<file path="config.mk">
export PLATFORM = sky130hd
export DESIGN_NAME = display_scan_controller
export DESIGN_NICKNAME = d
export VERILOG_FILES = /design/src/rtl/display_scan_controller.sv
export SDC_FILE = /design/constraint.sdc
export NUM_CORES = 1
export LEC_CHECK = 0
export CAP_MARGIN = 20
export CORE_UTILIZATION = 50
export CTS_CLUSTER_DIAMETER = 120
export DETAILED_ROUTE_END_ITERATION = 10
export MAX_ROUTING_LAYER = met4
export PLACE_DENSITY = 0.7
export SLEW_MARGIN = 20
export SYNTH_ARGS = -nofsm -noshare
export SYNTH_HDL_FRONTEND = slang
export SYNTH_SLANG_ARGS = --single-unit
export TNS_END_PERCENT = 20
</file>
<file path="constraint.sdc">
create_clock -name clk -period 3 [get_ports clk]
set_clock_uncertainty 0.15 [all_clocks]
set_input_delay 0.75 -clock clk [delete_from_list [all_inputs] [get_ports clk]]
set_output_delay 0.75 -clock clk [all_outputs]
set_load 0.05 [all_outputs]
</file>
<file path="src/rtl/display_scan_controller.sv">
// Two-digit multiplexed 7-segment scanner for a Gray-coded 4-bit switch value,
// with a debounced push-button that toggles a freeze (hold) of the displayed value.
module display_scan_controller #(
    parameter int REFRESH_CYCLES  = 27000,
    parameter int DEBOUNCE_CYCLES = 270000
) (
    input  logic       clk,
    input  logic       rst,
    input  logic [3:0] gray_in,
    input  logic       btn_in,
    output logic [3:0] led,
    output logic [6:0] seg,
    output logic       an_uni,
    output logic       an_dec,
    output logic       hold
);
    localparam int RW = (REFRESH_CYCLES  > 1) ? $clog2(REFRESH_CYCLES)  : 1;
    localparam int DW = (DEBOUNCE_CYCLES > 1) ? $clog2(DEBOUNCE_CYCLES) : 1;

    typedef enum logic {S_UNI, S_DEC} state_t;

    function automatic logic [6:0] pat(input logic [3:0] d);
        case (d)
            4'd0:    pat = 7'b1111110;
            4'd1:    pat = 7'b0110000;
            4'd2:    pat = 7'b1101101;
            4'd3:    pat = 7'b1111001;
            4'd4:    pat = 7'b0110011;
            4'd5:    pat = 7'b1011011;
            4'd6:    pat = 7'b1011111;
            4'd7:    pat = 7'b1110000;
            4'd8:    pat = 7'b1111111;
            4'd9:    pat = 7'b1111011;
            default: pat = 7'b0000000;
        endcase
    endfunction

    logic [3:0]    gray_s1_q, gray_s2_q, value_q, value_d, bin;
    logic          btn_s1_q, btn_s2_q, db_lvl_q, db_lvl_d, hold_q, hold_d;
    logic [DW-1:0] db_cnt_q, db_cnt_d;
    logic [RW-1:0] ref_cnt_q, ref_cnt_d;
    logic          tick, tens, an_uni_q, an_uni_d, an_dec_q, an_dec_d;
    logic [3:0]    units;
    logic [6:0]    seg_q, seg_d;
    state_t        state_q, state_d;

    always_comb begin
        bin[3] = gray_s2_q[3];
        bin[2] = bin[3] ^ gray_s2_q[2];
        bin[1] = bin[2] ^ gray_s2_q[1];
        bin[0] = bin[1] ^ gray_s2_q[0];
        // pre-edge hold decides the load, so the press edge still captures a value
        value_d = hold_q ? value_q : bin;

        tens  = (value_q >= 4'd10);
        units = tens ? (value_q - 4'd10) : value_q;

        tick      = (ref_cnt_q == RW'(REFRESH_CYCLES - 1));
        ref_cnt_d = tick ? '0 : ref_cnt_q + RW'(1);
        state_d   = state_q;
        if (tick) state_d = (state_q == S_UNI) ? S_DEC : S_UNI;
        an_uni_d = (state_d == S_UNI);
        an_dec_d = (state_d == S_DEC);
        // digit pattern follows the next state so segments and anode switch together
        if (state_d == S_UNI) seg_d = pat(units);
        else                  seg_d = tens ? pat(4'd1) : 7'b0000000;

        db_lvl_d = db_lvl_q;
        db_cnt_d = db_cnt_q + DW'(1);
        if (btn_s2_q == db_lvl_q) begin
            db_cnt_d = '0;
        end else if (db_cnt_q == DW'(DEBOUNCE_CYCLES - 1)) begin
            db_lvl_d = btn_s2_q;
            db_cnt_d = '0;
        end
        hold_d = hold_q ^ (db_lvl_d & ~db_lvl_q);
    end

    always_ff @(posedge clk or posedge rst) begin
        if (rst) begin
            gray_s1_q <= '0;
            gray_s2_q <= '0;
            value_q   <= '0;
            btn_s1_q  <= 1'b0;
            btn_s2_q  <= 1'b0;
            db_lvl_q  <= 1'b0;
            db_cnt_q  <= '0;
            hold_q    <= 1'b0;
            ref_cnt_q <= '0;
            state_q   <= S_UNI;
            an_uni_q  <= 1'b1;
            an_dec_q  <= 1'b0;
            seg_q     <= 7'b1111110;
        end else begin
            gray_s1_q <= gray_in;
            gray_s2_q <= gray_s1_q;
            value_q   <= value_d;
            btn_s1_q  <= btn_in;
            btn_s2_q  <= btn_s1_q;
            db_lvl_q  <= db_lvl_d;
            db_cnt_q  <= db_cnt_d;
            hold_q    <= hold_d;
            ref_cnt_q <= ref_cnt_d;
            state_q   <= state_d;
            an_uni_q  <= an_uni_d;
            an_dec_q  <= an_dec_d;
            seg_q     <= seg_d;
        end
    end

    assign led    = value_q;
    assign seg    = seg_q;
    assign an_uni = an_uni_q;
    assign an_dec = an_dec_q;
    assign hold   = hold_q;
endmodule

</file>
; ---- After elaboration in Yosys (flattened, before gate mapping)
; Memories as Yosys holds them, arrays and structs flattened.
; Index checks and enable logic that the tools add are counted.
[word_totals]
regBits = 59
out_inout_bits = 14
rom_bits = 112
mem_count = 1
inputBits = 7
word_cells = 37
[classes]
n_bitwise = 7
n_eq_ne = 3
magnitude_cmp = 1
n_addsub = 3
n_mux = 10
[memory_table]
columns = name, depth, width, rd, rd_clocked_by_memory_dff, wr, line_no
row1 = (no name shown), 16, 7, 1, 0, 0, 23  ; case (d)
[ops]
columns = op, count
row1 = 19-bit two-way mux, 2
row2 = 19-bit by 1-bit adder with 19-bit output (second input constant), 1
row3 = 19-bit == test (second input constant), 1
row4 = 15-bit by 1-bit adder with 15-bit output (second input constant), 1
row5 = 15-bit == test (second input constant), 1
row6 = 15-bit two-way mux, 1
row7 = 7-bit two-way mux, 1
row8 = 6-bit two-way mux, 1
row9 = 4-bit >= comparator (second input constant), 1
row10 = 1-bit two-way mux, 4
row11 = 4-bit two-way mux, 1
row12 = 4-bit subtractor (second input constant), 1
row13 = 1-bit bitwise XOR, 4
row14 = 1-bit NOT, 2
row15 = 1-bit AND, 1
row16 = 1-bit == test, 1

; ---- Longest topological paths before layout
[depth]
ltp_word = 5
mapped_depth = 7
depth_no_buf = 6

; ---- Worst setup path before layout
; OpenSTA, ideal clock, no wires.
[synth_timing]
kind = flip-flop to flip-flop
start = register value_q[1] (netlist: led[1])
end = register seg_q[4] (netlist: seg[4])
path_stages_with_launch = 8
period_less_slack_ns = 2.279
setup_slack_ns = 0.721
path_buffers = 1
setup_time_ns = 0.099
t_arrival_ns = 2.030
required_ns = 2.751
cell_sequence = dfrtp_1 -> clkbuf_1 -> inv_1 -> ha_1 -> a21boi_0 -> a21boi_0 -> mux2i_1 -> o22ai_1
[synth_between]
elab_chain_len = 4
elab_cells_between_ends = 6
classes_between = add/sub (1) / order compare (1) / mux (3) / memory (1)
[synth_rtl]
columns = element, line_no
row1 = start: declaration, 38  ; logic [3:0] gray_s1_q, gray_s2_q, value_q, value_d, bin;
row2 = start signal: assignment, 97  ; value_q <= value_d;
row3 = 4-bit subtractor or 4-bit >= comparator (tied branches), "56, 55"
row4 = 4-bit two-way mux, 56  ; units = tens ? (value_q - 4'd10) : value_q;
row5 = memory 16 x 7 bit, n/a
row6 = 7-bit two-way mux *, 65  ; if (state_d == S_UNI) seg_d = pat(units);
row7 = via seg_d[4], 44  ; logic [6:0] seg_q, seg_d;
row8 = end signal: assignment, 107  ; seg_q <= seg_d;
row9 = end: declaration, 44
; The timed path passes the listed nets; every way through them passes the cells marked *.
; A chain may end at the register's enable or synchronous reset.

; ---- Worst setup path after layout
[layout_timing]
start = register hold_q (netlist: hold)
end = output port hold
[layout_lines]
columns = element, line_no
row1 = start: declaration, 39  ; logic btn_s1_q, btn_s2_q, db_lvl_q, db_lvl_d, hold_q, hold_d;
row2 = start signal: assignment, 102  ; hold_q <= hold_d;
row3 = end: declaration, 15  ; output logic hold
; No word-level cell between the ends.

==> impl_metrics.tcl <==
set metrics [dict create \
    worstPathRequired_ns 2.10 \
    grt_pass1_wl_um 7452 \
    rsz0062_at_grt "no" \
    hpwl_um 2911 \
    clk_latency_ns 0.34 \
    crit_arrival_ns 1.70 \
    internal_power_uw 1477 \
    port_buffers 20 \
    cts_tree "yes" \
    yosys.area_share.simple_pct 18.62 \
    cp_top_family "buffers and inverters" \
    worst-setup-path-type "reg2out" \
    synth_edf_count 0 \
    maxSlewViolCount 0 \
    cts_sinks 59 \
    fin_crit_sh_pct 86.64 \
    slew_headroom_pct 64.07 \
    final_cell_mix "dfrtp_1, nor2_1, xor2_1" \
    drv_cap 0 \
    synth_xor_area_share_pct 10.93 \
    syn_area_per_cell_um2 10.97 \
    cp_slowest_stage_delay_ns 0.86 \
    cts_buffers 9 \
    syn_to_final_growth_pct 19.67 \
    grt_antenna_before_repair 0 \
    wl_per_cell_um 12.65 \
    timing.fmax_mhz 384.8 \
    pre_cts_slack_ns 0.6280 \
    critPathLaunchType "flip-flop" \
    synthAdderAreaFrac_pct 2.850 \
    ir_drop_mv 0.3915 \
    swShare_pct 26.33 \
    die_area_um2 5561 \
    finalPower_uw 2005 \
    syn_inst 240 \
    diodes 0 \
    power_density_nw_per_um2 636.3 \
    pwr-share-seq_pct 43.8 \
    crit_chain "clkdlybuf4s50_1" \
    grt_pass1_vias 1652 \
    die_x_um 74.58 \
    worstMarginPinSlew_ns 0.5332 \
    vias_per_cell 5.106 \
    io_pins 21 \
    post-route-drc-count 0 \
    p_switching_uw 527.9 \
    nets 278 \
    drive_above_1_share_pct 11.85 \
    routed_wl_um 4302 \
    initial_core_util_pct 51.90 \
    root_buffer "clkbuf_8" \
    async_flop_share_pct 100.0 \
    post-cts-setup-buffers 0 \
    yosysUniqueCellTypes 39 \
    synth_seq_area_share_pct 56.39 \
    worstHoldPathType "reg2reg" \
    p_comb_share_pct 15.5 \
    clockBufferDepth 2 \
    die_h_um 74.58 \
    synthMuxAreaShare_pct 1.188 \
    dr_total_vias 1736 \
    layout_min_cycle_time_ns 2.599 \
    path_buf_inv 1 \
    synth-seq-cells 59 \
    leakagePower_uw 0.001404 \
    grt_use_total_pct 18.95 \
    place_congestion 0.7673 \
    synth_area_um2 2634 \
    run_status "complete, no violations" \
    grt_max_degree 48 \
    final_common_cell "dfrtp_1" \
    clk_pin_slew_worst_paths_ns 0.07 \
    clkPwrFrac_pct 40.7 \
    h-tree-depth 3 \
    postCtsHoldBufs 0 \
    cp_slowest_cell "clkdlybuf4s50_1" \
    synth_top_flop_cell "dfrtp_1" \
    setup_tns_ns 0 \
    finalSetupViolCount 0 \
    fp-row-count 26 \
    final_hold_viol_count 0 \
    dr.first_iter.drc_count 89 \
    end_kind "output port" \
    core-area_um2 5075 \
    synth_compound_gate_area_share_pct 7.316 \
    timing.final.ws_setup_ns 0.4009 \
    post_cts_resized 0 \
    cp_max_fo 9 \
    globalRouteOverflowTotal 0 \
    synth_top_family_by_area "simple AND/OR/NAND/NOR gates" \
    syn_nets 253 \
    dr.pass1.iters 4 \
    ys.warnings.count 0 \
    antenna_left 0 \
]
-- cell type report --
cell class | count | area, um2
well taps | 70 | 87.58
clock buffers | 12 | 155.1
repair buffers | 23 | 235.2
inverters | 10 | 37.54
multi-input cells | 162 | 1077
clock inverters | 4 | 73.82
fillers | 440 | 1923
flip-flops and latches | 59 | 1485
-- logic make-up (layout without fill, tap and decap cells) --
kind of cell	Yosys count	after routing
xor gates and xnor gates	32	32
and+or+nand+nor	88	88
adders and majority gates	6	6
AOI/OAI and AO/OA	33	33
DFF	59	59
buffers and inverters	19	49
muxes	3	3
-- flip-flops by register name, indices dropped and copies added (netlist names) --
name and flops:
btn_s1_q 1, hold 1, an_uni 1, state_q 1
db_lvl_q 1, db_cnt_q 19, ref_cnt_q 15, seg 7
btn_s2_q 1, gray_s2_q 4, led 4, gray_s1_q 4
-- cell usage after synthesis, types with 2 or more instances --
master | instances | area, um2
nand4b_1 | 3 | 26.28
nor2_1 | 27 | 101.4
xor2_1 | 21 | 183.9
dfrtp_1 | 52 | 1301
o21ai_0 | 9 | 45.04
xnor2_1 | 10 | 87.58
nand4_1 | 10 | 62.56
or3_1 | 4 | 25.02
and2_1 | 2 | 12.51
ha_1 | 6 | 75.07
mux2i_1 | 2 | 20.02
nor2b_1 | 2 | 12.51
a21oi_1 | 12 | 60.06
nor4_1 | 5 | 31.28
a22o_1 | 2 | 17.52
clkbuf_1 | 9 | 33.78
nand3_1 | 10 | 50.05
nand2_1 | 10 | 37.54
a21boi_0 | 2 | 15.01
and3_1 | 3 | 18.77
nor3_1 | 2 | 10.01
dfstp_2 | 7 | 183.9
inv_1 | 9 | 33.78
o22ai_1 | 2 | 12.51
and4_1 | 5 | 43.79
-- power by group through the flow --
stage | logic (uW) | clock network [uW] | registers, uW
2_1_floorplan | 102 | 0 | 1010
3_3_place_gp | 313 | 0 | 893
3_5_place_dp | 314 | 0 | 894
4_1_cts | 315 | 835 | 880
5_1_grt | 336 | 872 | 885
6_report | 311 | 815 | 879
-- final timing paths --
kind / end / depth (start not counted) / from / slack, ns
worst max-delay path: hold / 1 / hold$_DFF_PP0_ / 0.40
worst max register to register: seg[4]$_DFF_PP1_ / 4 / ref_cnt_q[3]$_DFF_PP0_ / 0.63
worst min register to register: btn_s2_q$_DFF_PP0_ / 0 / btn_s1_q$_DFF_PP0_ / 0.20
worst min-delay path: btn_s2_q$_DFF_PP0_ / 0 / btn_s1_q$_DFF_PP0_ / 0.20
max in group asynchronous: seg[5]$_DFF_PP1_ / 3 / rst / 1.59
min in group asynchronous: ref_cnt_q[10]$_DFF_PP0_ / 2 / rst / 0.53
-- per-stage QoR --
step | hold slack, ns | cells | utilization, % | instance area, um2
floorplan | 0.1812 | 240 | - | 2634
detailed placement | 0.1910 | 324 | 57.59 | 2923
global placement | 0.1844 | 324 | 57.59 | 2923
global route | 0.2125 | 340 | 62.11 | 3152
finish | 0.1957 | 340 | 62.11 | 3152
CTS | 0.2000 | 340 | 62.11 | 3152
-- layer usage --
layer | up-vias | routed length (um) | global-route usage, %
met5 | - | 0 | -
met2 | 33 | 1892 | 27.23
met4 | 0 | 66 | 8.176
met1 | 815 | 2154 | 24.31
met3 | 8 | 188 | 6.504
li1 | 880 | - | -
(Power assumes the default switching activity.)
